==> config.mk <==
export PLATFORM = sky130hd
export DESIGN_NAME = branch_target_table
export DESIGN_NICKNAME = d
export VERILOG_FILES = /design/src/rtl/branch_target_table.sv
export SDC_FILE = /design/constraint.sdc
export NUM_CORES = 1
export LEC_CHECK = 0
export BUFFER_PORTS_ARGS = -buffer_cell sky130_fd_sc_hd__buf_2
export CAP_MARGIN = 20
export CELL_PAD_IN_SITES_DETAIL_PLACEMENT = 1
export CELL_PAD_IN_SITES_GLOBAL_PLACEMENT = 1
export CORE_UTILIZATION = 40
export DETAILED_ROUTE_END_ITERATION = 16
export PLACE_DENSITY_LB_ADDON = 0.08
export SLEW_MARGIN = 20
export SYNTH_ARGS = -nofsm -noshare
export SYNTH_HDL_FRONTEND = slang
export SYNTH_SLANG_ARGS = --single-unit
==> constraint.sdc <==
create_clock -name CLK -period 5.1 [get_ports CLK]
set_input_delay 1.02 -clock CLK [delete_from_list [all_inputs] [get_ports CLK]]
set_output_delay 1.02 -clock CLK [all_outputs]
set_load 0.02 [all_outputs]
==> src/rtl/branch_target_table.sv <==
// Programmable branch target table: DEPTH entries of {vld, abs, offset},
// cleared by a one-entry-per-cycle sweep, with a one-cycle registered lookup.
module branch_target_table #(
  parameter int PTR_W = 5,
  parameter int PC_W  = 8,
  parameter int DEPTH = 32
) (
  input  logic             CLK,
  input  logic             reset,
  input  logic             clr,
  input  logic             wr_en,
  input  logic [PTR_W-1:0] wr_ptr,
  input  logic [PC_W-1:0]  wr_offset,
  input  logic             wr_abs,
  input  logic             rd_req,
  input  logic [PTR_W-1:0] rd_ptr,
  input  logic [PC_W-1:0]  pc_in,
  output logic             busy,
  output logic             rd_valid,
  output logic [PC_W-1:0]  target,
  output logic             hit,
  output logic             is_abs
);

  typedef enum logic {ST_INIT = 1'b0, ST_RUN = 1'b1} state_t;

  // One extra bit so DEPTH == 2**PTR_W is representable.
  localparam logic [PTR_W:0]   DEPTH_L  = (PTR_W+1)'(DEPTH);
  localparam logic [PTR_W-1:0] LAST_IDX = PTR_W'(DEPTH - 1);

  state_t           r_state;
  state_t           w_state_nx;
  logic [PTR_W-1:0] r_idx;
  logic [PTR_W-1:0] w_idx_nx;
  logic             r_busy;

  logic             r_vld [0:DEPTH-1];
  logic             r_abs [0:DEPTH-1];
  logic [PC_W-1:0]  r_off [0:DEPTH-1];

  logic             r_rd_valid;
  logic [PC_W-1:0]  r_target;
  logic             r_hit;
  logic             r_is_abs;

  logic             w_wr_in_range;
  logic             w_rd_in_range;
  logic             w_run_ok;
  logic             w_wr_fire;
  logic             w_rd_fire;
  logic             w_bypass;
  logic [PTR_W-1:0] w_rd_idx;
  logic             w_e_vld;
  logic             w_e_abs;
  logic [PC_W-1:0]  w_e_off;
  logic [PC_W-1:0]  w_tgt;
  logic             w_hit;
  logic             w_is_abs;

  assign w_wr_in_range = ({1'b0, wr_ptr} < DEPTH_L);
  assign w_rd_in_range = ({1'b0, rd_ptr} < DEPTH_L);
  // clr in RUN drops any access issued in the same cycle.
  assign w_run_ok      = (r_state == ST_RUN) && !clr;
  assign w_wr_fire     = w_run_ok && wr_en && w_wr_in_range;
  assign w_rd_fire     = w_run_ok && rd_req;
  assign w_bypass      = w_wr_fire && (wr_ptr == rd_ptr);
  assign w_rd_idx      = w_rd_in_range ? rd_ptr : {PTR_W{1'b0}};

  // Next-state logic for the init sweep / run FSM.
  always_comb begin
    w_state_nx = r_state;
    w_idx_nx   = r_idx;
    case (r_state)
      ST_INIT: begin
        if (r_idx == LAST_IDX) begin
          w_state_nx = ST_RUN;
          w_idx_nx   = {PTR_W{1'b0}};
        end else begin
          w_state_nx = ST_INIT;
          w_idx_nx   = r_idx + PTR_W'(1);
        end
      end
      ST_RUN: begin
        if (clr) begin
          w_state_nx = ST_INIT;
          w_idx_nx   = {PTR_W{1'b0}};
        end else begin
          w_state_nx = ST_RUN;
          w_idx_nx   = r_idx;
        end
      end
      default: begin
        w_state_nx = ST_INIT;
        w_idx_nx   = {PTR_W{1'b0}};
      end
    endcase
  end

  // FSM state, sweep index and busy flag.
  always_ff @(posedge CLK) begin
    if (reset) begin
      r_state <= ST_INIT;
      r_idx   <= {PTR_W{1'b0}};
      r_busy  <= 1'b1;
    end else begin
      r_state <= w_state_nx;
      r_idx   <= w_idx_nx;
      r_busy  <= (w_state_nx == ST_INIT);
    end
  end

  // Entry storage: sweep clear in INIT, programmed writes in RUN.
  always_ff @(posedge CLK) begin
    if (r_state == ST_INIT) begin
      r_vld[r_idx] <= 1'b0;
      r_abs[r_idx] <= 1'b0;
      r_off[r_idx] <= {PC_W{1'b0}};
    end else if (w_wr_fire) begin
      r_vld[wr_ptr] <= 1'b1;
      r_abs[wr_ptr] <= wr_abs;
      r_off[wr_ptr] <= wr_offset;
    end
  end

  // Entry selection with write-first bypass, then target resolution.
  always_comb begin
    w_e_vld  = r_vld[w_rd_idx];
    w_e_abs  = r_abs[w_rd_idx];
    w_e_off  = r_off[w_rd_idx];
    w_tgt    = pc_in + PC_W'(1);
    w_hit    = 1'b0;
    w_is_abs = 1'b0;
    if (w_bypass) begin
      w_e_vld = 1'b1;
      w_e_abs = wr_abs;
      w_e_off = wr_offset;
    end else begin
      w_e_vld = w_e_vld & w_rd_in_range;
    end
    // Equal-width add is the sign-extended add modulo 2**PC_W.
    if (w_e_vld) begin
      w_hit = 1'b1;
      if (w_e_abs) begin
        w_tgt    = w_e_off;
        w_is_abs = 1'b1;
      end else begin
        w_tgt    = pc_in + w_e_off;
        w_is_abs = 1'b0;
      end
    end else begin
      w_hit = 1'b0;
    end
  end

  // Registered lookup result; holds its value between valid pulses.
  always_ff @(posedge CLK) begin
    if (reset) begin
      r_rd_valid <= 1'b0;
      r_target   <= {PC_W{1'b0}};
      r_hit      <= 1'b0;
      r_is_abs   <= 1'b0;
    end else begin
      r_rd_valid <= w_rd_fire;
      if (w_rd_fire) begin
        r_target <= w_tgt;
        r_hit    <= w_hit;
        r_is_abs <= w_is_abs;
      end else begin
        r_target <= r_target;
        r_hit    <= r_hit;
        r_is_abs <= r_is_abs;
      end
    end
  end

  assign busy     = r_busy;
  assign rd_valid = r_rd_valid;
  assign target   = r_target;
  assign hit      = r_hit;
  assign is_abs   = r_is_abs;

endmodule

==> out/qor.yml, run 1 <==
yosys:
  syn_avg_cell_area_um2: 18.35
  seq_area_frac_synth: 0.7158
  yosys_warnings: 0
  synth.largest_area_cell: "edfxtp_1"
  synth_top_area_share: 0.6900
  synth.area.top_cells: "edfxtp_1, mux4_2, dfxtp_1"
  synth_area_um2: 13930
  synth_cell_types: 60
  synth_flop_cell: "edfxtp_1"
  syn-num-nets: 802
  synth-edff-count: 320
  postSynthCellCount: 759
  ys_ff_latch: 338
  async_flop_share: 0
floorplanning:
  die-area_um2: 35570
  die_h_um: 188.6
  die_x_um: 188.6
  start_util: 0.4112
  ios: 44
  coreArea_um2: 33870
  num_rows: 67
power:
  p_per_area_nw_per_um2: 373.5
  leakage_uw: 0.004928
  peakVddDrop_v: 0.0002581
grt:
  grt_pass1_vias: 7989
  grt_pass1_wl_um: 53850
  antenna_found_initial: 0
  grt_max_degree: 41
  track_usage: 0.2101
  grt_overflow: 0
worst_setup_path:
  slowest_delay_ns: 0.50
  criticalPathCategory: "input port to flip-flop"
  worstSetupStartpointType: "input port"
  critPathArrivalTime_ns: 4.75
  reg2reg_depth: 15
  cpMaxStageDelayCell: "mux4_2"
  critPathRequiredTime_ns: 5.51
  cp-end-kind: "flip-flop"
  path_max_fanout: 23
  path_cells: "buf_4 > buf_12 > buf_12 > mux4_2 > a22oi_1 > nand2_1 > a21oi_1 > a21oi_2 > ha_1 > a21o_1 > a221o_1 > o41ai_1 > xnor2_1 > nand3_1 > xnor2_1 > o21ai_1"
cts:
  post_cts_buffers: 0
  cts_hold_buffers: 0
  cts_made_buffers: 39
  cts-root-buf: "clkbuf_16"
  clk_pin_slew_ns: 0.06
  cts_resized: 0
  cts_sinks: 338
  cts_tree: "built"
  ctsHtreeMaxLevel: 2
  clock_latency_ns: 0.54
  clock_tree.buffer_depth: 3
layout:
  antenna_cells: 0
  drive_above_1_share: 0.2981
  final_cells: 1347
  mostFrequentLayoutCell: "edfxtp_1"
  nNetsFinal: 913
  area_growth_pct: 16.73
  final_cell_mix: "edfxtp_1, mux4_2, buf_4, nor2_1, buf_2"
run_status:
  status: "finished clean"
sta:
  fin_tns_setup_ns: 0
  rsz0062_at_grt: "no"
  fin_crit_sh: 0.8510
  finalSetupViolCount: 0
  skew_ns: 0.01802
  slew_headroom: 0.2789
  report.final.slew_viol_count: 0
  tightest_slew_ns: 1.078
  hold_violations: 0
  fmax_mhz: 230.4
  finalCriticalPeriod_ns: 4.340
routing:
  wire_per_inst_um: 27.16
  via_per_inst: 5.578
  drtIter0Drc: 541
  drt-met1-wl_um: 16750
  drc: 0
  via_count: 7513
  wl_met2_um: 17580
  ant_nets: 0
  routed.top_layer: "met4"
  first_pass_iters: 4
  wl_um: 36580
  dr_wl_met3_um: 1675
place:
  placed_cells: 1275
  hpwlAfterDp_um: 24600
  io_buffer_count: 43
  place.gp.congestion: 0.8701
worst_hold_path:
  hold_depth: 2
  hold_path_class: "flip-flop to flip-flop"
flow_run:
  maxCapViolCount: 0
## final cells by class
class	instances	area (um^2)
well taps	448	560.5
inverters	12	45.04
clock buffers	45	998.5
multi-input cells	372	3685
fillers	3209	17610
clock inverters	25	219.0
repair buffers	107	779.5
flip-flops and latches	338	9970
## cell usage after synthesis, drive strengths merged, types with 2 or more instances
master	count
nand2b	4
or2	2
a211oi	7
nand4	2
a22oi	27
a21oi	31
and3	13
nor2	56
nand3	7
nor3	5
clkbuf	12
mux2	5
nor3b	2
xnor2	10
mux4	78
inv	12
ha	10
o22ai	8
and2	2
dfxtp	18
o221ai	2
nor2b	5
a22o	6
o31ai	2
nand2	36
a221oi	2
edfxtp	320
buf	25
xor2	7
a32oi	3
mux2i	13
o21ai	11
nand3b	5
## final timing paths
path / from / endpoint / slack (ns)
worst max register to register: r_state / target[7] / 1.39
worst min-delay path: hit / hit / 0.46
worst max-delay path: rd_ptr[0] / target[7] / 0.76
worst min register to register: hit / hit / 0.46
## power breakdown
| part | internal (uW) | switching (uW) | leakage, uW |
|---|---|---|---|
| logic | 155 | 217 | 0.00173 |
| registers | 3030 | 10.3 | 0.00261 |
| clock network | 1560 | 1100 | 0.000591 |
## sequential cells by signal, summed over array words and instances, names as in the netlist
name and flops:
rd_valid 1, r_off 256, r_vld 32, is_abs 1
target 8, hit 1, r_abs 32, r_state 1
busy 1, r_idx 5
## metrics by stage
stage | hold WS, ns | total power (uW) | worst slack (ns) | utilization | area (um^2)
finish | 0.4643 | 6071 | 0.7599 | 0.4800 | 16260
floorplan | 0.4975 | 3326 | 0.9191 | - | 13930
detailed placement | 0.4594 | 3469 | 0.1596 | 0.4434 | 15020
CTS | 0.4674 | 6140 | 0.7226 | 0.4793 | 16230
global route | 0.4778 | 6260 | 0.4899 | 0.4800 | 16260
global placement | 0.4420 | 3459 | 0.2225 | 0.4432 | 15010
## per-layer routing
layer	up-vias	track usage
li1	3298	-
met2	199	0.3384
met4	0	0.05273
met3	39	0.02906
met5	-	0
met1	3977	0.3022
## critical path, delay by kind of cell
kind                       cells  cell delay (ns)
AOI/OAI and AO/OA              7             1.64
buffers and inverters          3             0.70
muxes                          1             0.50
xor gates and xnor gates       2             0.37
and+or+nand+nor                2             0.27
adders and majority gates      1             0.22
## cell families (layout without fill, tap and decap cells)
group,Yosys count,after routing,share of synthesized area
flip-flops,338,338,0.7158
buffers and inverters,49,189,0.02048
AND/OR/NAND/NOR,141,141,0.04716
AO/OA/AOI/OAI,107,107,0.05561
XOR/XNOR,17,17,0.01069
adder cells (fa/ha/maj),11,11,0.01042
multiplexers,96,96,0.1398
Note: power is estimated with default switching activity, not from simulation.
==> run 2, diff against run 1 <==
--- a/config.mk
+++ b/config.mk
@@ -12,6 +12,7 @@
 export CORE_UTILIZATION = 40
 export DETAILED_ROUTE_END_ITERATION = 16
 export PLACE_DENSITY_LB_ADDON = 0.08
+export RECOVER_POWER = 25
 export SLEW_MARGIN = 20
 export SYNTH_ARGS = -nofsm -noshare
 export SYNTH_HDL_FRONTEND = slang
==> out/qor.yml, run 2 (same netlist as run 1, synthesis figures left out) <==
run_status:
  status: "finished, violations left"
  violations: "capacitance limit, slew limit"
layout:
  largest_reg_flops: 256  # unchanged
  nNetsFinal: 913  # unchanged
  final_cell_mix: "edfxtp_1, mux4_2, buf_4, nor2_1, buf_2"
  final_cells: 1347  # unchanged
  top_register: "r_off"
  drive_above_1_share: 0.2914  # -0.006674
  reg.largest.list: "r_off (256), r_abs (32), r_vld (32)"
  utilization: 0.4792  # -0.0007760
  mostFrequentLayoutCell: "edfxtp_1"
  finalInstanceArea_um2: 16230  # -0.16%
  area_growth_pct: 16.54
  antenna_cells: 0  # unchanged
routing:
  wl_um: 36610  # about the same
  drtIter0Drc: 540  # -0.18%
  via_per_inst: 5.622  # +0.80%
  ant_nets: 0  # unchanged
  drc: 0  # unchanged
  first_pass_iters: 5  # +1
  wire_per_inst_um: 27.18  # about the same
  via_count: 7573  # +0.80%
worst_hold_path:
  hold_path_class: "flip-flop to flip-flop"
power:
  combPwrFrac: 0.061  # about the same
  p_clk_frac: 0.438  # about the same
  p_per_area_nw_per_um2: 374.0  # +0.15%
  switching_power_uw: 1326  # about the same
  peakVddDrop_v: 0.0002601  # +0.76%
  switching_share: 0.2184  # about the same
  intPower_uw: 4745  # about the same
  leakage_uw: 0.004902  # -0.53%
  seqPwrFrac: 0.500  # about the same
grt:
  grt_overflow: 0  # unchanged
  antenna_found_initial: 0  # unchanged
  grt_pass1_vias: 7989  # unchanged
  track_usage: 0.2101  # unchanged
  grt_max_degree: 41  # unchanged
  grt_pass1_wl_um: 53850  # unchanged
sta:
  finalSetupViolCount: 0  # unchanged
  tightest_slew_ns: 1.835  # +0.7575 ns
  holdWs_ns: 0.4642  # -0.00006100 ns
  fmax_mhz: 229.6  # -0.36%
  fin_tns_setup_ns: 0  # unchanged
  fin_crit_sh: 0.8541  # +0.003055
  report.final.slew_viol_count: 132  # +132
  hold_violations: 0  # unchanged
  finalCriticalPeriod_ns: 4.356  # +0.01558 ns
  skew_ns: 0.01659  # -0.001436 ns
  slew_headroom: -0.2235  # -0.5023
  rsz0062_at_grt: "no"
flow_run:
  maxCapViolCount: 4  # +4
worst_setup_path:
  criticalPathCategory: "input port to flip-flop"
  path_max_fanout: 23  # unchanged
  r2r_slack_ns: 1.39  # about the same
  cp-end-kind: "flip-flop"
  worstSetupStartpointType: "input port"
  critPathArrivalTime_ns: 4.77  # +0.02 ns
  critPathRequiredTime_ns: 5.51  # about the same
cts:
  cts_sinks: 338  # unchanged
  cts_hold_buffers: 0  # unchanged
  cts-root-buf: "clkbuf_16"
  post_cts_buffers: 0  # unchanged
  ctsHtreeMaxLevel: 2  # unchanged
  cts_made_buffers: 39  # unchanged
  clock_latency_ns: 0.54  # about the same
  clock_tree.buffer_depth: 3  # unchanged
  cts_resized: 0  # unchanged
  cts_tree: "built"
  clk_pin_slew_ns: 0.06  # about the same
floorplanning:
  die_h_um: 188.6  # unchanged
  die-area_um2: 35570  # unchanged
  start_util: 0.4112  # unchanged
  num_rows: 67  # unchanged
  coreArea_um2: 33870  # unchanged
  die_x_um: 188.6  # unchanged
  ios: 44  # unchanged
place:
  dpl_cell_area_um2: 15020  # unchanged
  place.gp.congestion: 0.8701  # unchanged
  hpwlAfterDp_um: 24600  # unchanged
  io_buffer_count: 43  # unchanged
  placed_cells: 1275  # unchanged
run 2: changes by cell type in the layout (fill, tap and decap cells not counted), sizes merged:
cell,delta
clkbuf,+6
buf,-6
run 2: critical path, cell delays in order:
cell and delay (ns):
buf_4 0.24, buf_12 0.26, buf_12 0.20, mux4_2 0.52, a22oi_1 0.25, nand2_1 0.15, a21oi_1 0.21, a21oi_2 0.09
ha_1 0.33, and3_1 0.20, a221o_1 0.34, o41ai_1 0.35, xnor2_1 0.17, nand3_1 0.11, xnor2_1 0.20, o21ai_1 0.09
run 2: worst paths after layout:
check | cells after the start | startpoint | end
worst max-delay path | 16 | rd_ptr[0] | target[7]
worst min-delay path | 2 | hit | hit
worst max register to register | 15 | r_state | target[7]
worst min register to register | 2 | hit | hit
run 2: power by group through the flow:
| stage | clock network [uW] | logic, uW | registers (uW) |
|---|---|---|---|
| global route | 2820 | 400 | 3040 |
| finish | 2660 | 373 | 3040 |
| floorplan | 0 | 236 | 3090 |
| detailed placement | 0 | 374 | 3090 |
| CTS | 2730 | 375 | 3040 |
| global placement | 0 | 367 | 3090 |
run 2: stage by stage:
step / worst slack, ns / total power [uW]
after floorplan: 0.9191 / 3326
after global placement: 0.2225 / 3459
after detailed placement: 0.1596 / 3469
after CTS: 0.7226 / 6140
after global routing: 0.4899 / 6260
final: 0.7443 / 6071
run 2: final cells by class:
class,instances,area [um^2]
Clock buffer,45,998.5
Clock inverter,25,219.0
Fill cell,3212,17640
Inverter,12,45.04
Multi-Input combinational cell,372,3685
Sequential cell,338,9970
Tap cell,448,560.5
Timing Repair Buffer,107,753.2
run 2: layer usage:
| metal | GRT usage | share of wire |
|---|---|---|
| met1 | 0.3022 | 0.46 |
| met2 | 0.3384 | 0.48 |
| met3 | 0.02906 | 0.043 |
| met5 | 0 | 0 |
| met4 | 0.05273 | 0.016 |
==> run 3, diff against run 2 <==
--- a/config.mk
+++ b/config.mk
@@ -5,15 +5,14 @@
 export SDC_FILE = /design/constraint.sdc
 export NUM_CORES = 1
 export LEC_CHECK = 0
-export BUFFER_PORTS_ARGS = -buffer_cell sky130_fd_sc_hd__buf_2
 export CAP_MARGIN = 20
 export CELL_PAD_IN_SITES_DETAIL_PLACEMENT = 1
 export CELL_PAD_IN_SITES_GLOBAL_PLACEMENT = 1
 export CORE_UTILIZATION = 40
 export DETAILED_ROUTE_END_ITERATION = 16
+export DONT_BUFFER_PORTS = 1
 export PLACE_DENSITY_LB_ADDON = 0.08
 export RECOVER_POWER = 25
-export SLEW_MARGIN = 20
 export SYNTH_ARGS = -nofsm -noshare
 export SYNTH_HDL_FRONTEND = slang
 export SYNTH_SLANG_ARGS = --single-unit
==> out/qor.yml, run 3 (same netlist as run 1, synthesis figures left out) <==
floorplanning:
  start_util: 0.4112  # unchanged
  coreArea_um2: 33870  # unchanged
  die_h_um: 188.6  # unchanged
  die_x_um: 188.6  # unchanged
  ios: 44  # unchanged
  die-area_um2: 35570  # unchanged
  num_rows: 67  # unchanged
cts:
  ctsHtreeMaxLevel: 2  # unchanged
  cts_hold_buffers: 0  # unchanged
  clock_tree.buffer_depth: 3  # unchanged
  cts_resized: 0  # unchanged
  cts_tree: "built"
  clk_pin_slew_ns: 0.05  # about the same
  clock_latency_ns: 0.52  # -0.02 ns
  cts_made_buffers: 38  # -2.6%
  cts-root-buf: "clkbuf_16"
  cts_sinks: 338  # unchanged
  post_cts_buffers: 0  # unchanged
run_status:
  status: "finished, violations left"
  violations: "capacitance limit, slew limit"
grt:
  grt_pass1_wl_um: 51940  # -3.5%
  grt_max_degree: 84  # +100%
  grt_pass1_vias: 7634  # -4.4%
  antenna_found_initial: 0  # unchanged
  grt_overflow: 0  # unchanged
  track_usage: 0.2041  # -0.006010
power:
  peakVddDrop_v: 0.0002202  # -15%
  combPwrFrac: 0.048  # -0.013
  switching_share: 0.2047  # -0.01363
  intPower_uw: 4773  # +0.60%
  p_clk_frac: 0.446  # +0.008
  leakage_uw: 0.004583  # -6.5%
  switching_power_uw: 1229  # -7.3%
  total_power_uw: 6002  # -1.1%
  p_per_area_nw_per_um2: 380.6  # +1.8%
  seqPwrFrac: 0.506  # +0.006
routing:
  wl_um: 35550  # -2.9%
  via_per_inst: 5.723  # +1.8%
  ant_nets: 0  # unchanged
  wire_per_inst_um: 27.84  # +2.4%
  first_pass_iters: 5  # unchanged
  drtIter0Drc: 546  # +1.1%
  drc: 0  # unchanged
  via_count: 7308  # -3.5%
layout:
  regArea_um2: 9970  # unchanged
  final_cell_mix: "edfxtp_1, mux4_2, nor2_1, clkbuf_16, nand2_1"
  reg.largest.list: "r_off (256), r_abs (32), r_vld (32)"
  mostFrequentLayoutCell: "edfxtp_1"
  drive_above_1_share: 0.2207  # -0.07069
  nNetsFinal: 845  # -7.4%
  fill_cells: 3194  # -0.56%
  area_growth_pct: 13.23
  antenna_cells: 0  # unchanged
  largest_reg_flops: 256  # unchanged
  top_register: "r_off"
  multiInputGateArea_um2: 3675  # -0.27%
place:
  place.gp.congestion: 0.8508  # -2.2%
  hpwlAfterDp_um: 22280  # -9.4%
  io_buffer_count: 0  # -100%
sta:
  fin_tns_setup_ns: 0  # unchanged
  fin_crit_sh: 0.7436  # -0.1104
  finalSetupViolCount: 0  # unchanged
  finalCriticalPeriod_ns: 3.793  # -0.5632 ns
  skew_ns: 0.01180  # -0.004786 ns
  rsz0062_at_grt: "no"
  fmax_mhz: 263.7  # +15%
  report.final.slew_viol_count: 99  # -25%
  hold_violations: 0  # unchanged
  slew_headroom: -0.2960  # -0.07250
  tightest_slew_ns: 1.944  # +0.1087 ns
worst_setup_path:
  critPathRequiredTime_ns: 5.50  # about the same
  cp-end-kind: "flip-flop"
  worstSetupStartpointType: "input port"
  path_max_fanout: 83  # +260%
  critPathArrivalTime_ns: 4.19  # -0.58 ns
  criticalPathCategory: "input port to flip-flop"
worst_hold_path:
  hold_path_class: "flip-flop to flip-flop"
flow_run:
  maxCapViolCount: 3  # -1
[run 3: power groups by stage]
stage / Sequential [uW] / Combinational [uW] / Clock [uW]
floorplan: 3090 / 236 / 0
global placement: 3090 / 281 / 0
detailed placement: 3100 / 286 / 0
CTS: 3040 / 287 / 2740
global route: 3040 / 304 / 2840
finish: 3040 / 286 / 2680
[run 3: critical path: stages]
cell and delay [ns]:
mux4_2 0.52, a22o_1 0.26, o21ai_0 0.25, o211ai_1 0.14, o21ai_1 0.20, inv_1 0.10
ha_1 0.29, a21o_1 0.19, a221o_1 0.32, o41ai_1 0.32, xnor2_1 0.17, nand3_1 0.11
xnor2_1 0.15, o21ai_1 0.08
[run 3: cell type report]
cell class,count,area share
multi-input cells,372,0.2330
inverters,12,0.002856
well taps,448,0.03554
clock buffers,48,0.06466
clock inverters,19,0.01246
repair buffers,40,0.01928
flip-flops and latches,338,0.6322
[run 3: per-stage QoR]
stage                     instances  utilization  area [um^2]  hold WS, ns  worst slack (ns)
after floorplan                 759            -        13930       0.4975            0.9191
after global placement         1206       0.4287        14520       0.5471            0.8811
after detailed placement       1207       0.4292        14540       0.5530            0.8631
after CTS                      1274       0.4651        15750       0.5438             1.374
after global routing           1277       0.4656        15770       0.5428             1.112
final                          1277       0.4656        15770       0.5553             1.307
[run 3: per-layer routing]
metal  share of wire  global-route usage  up-vias
met5               0                   0        -
met4           0.028             0.06886        0
met3           0.053             0.03483       61
met2            0.47              0.3183      205
met1            0.45              0.2914     3866
li1                -                   -     3176
[run 3: worst paths after layout]
path,from,endpoint,slack (ns),depth (start not counted)
setup / recovery,rd_ptr[0],target[7],1.31,14
hold reg to reg,is_abs,is_abs,0.56,2
setup reg to reg,r_state,target[7],1.39,15
hold / removal,is_abs,is_abs,0.56,2
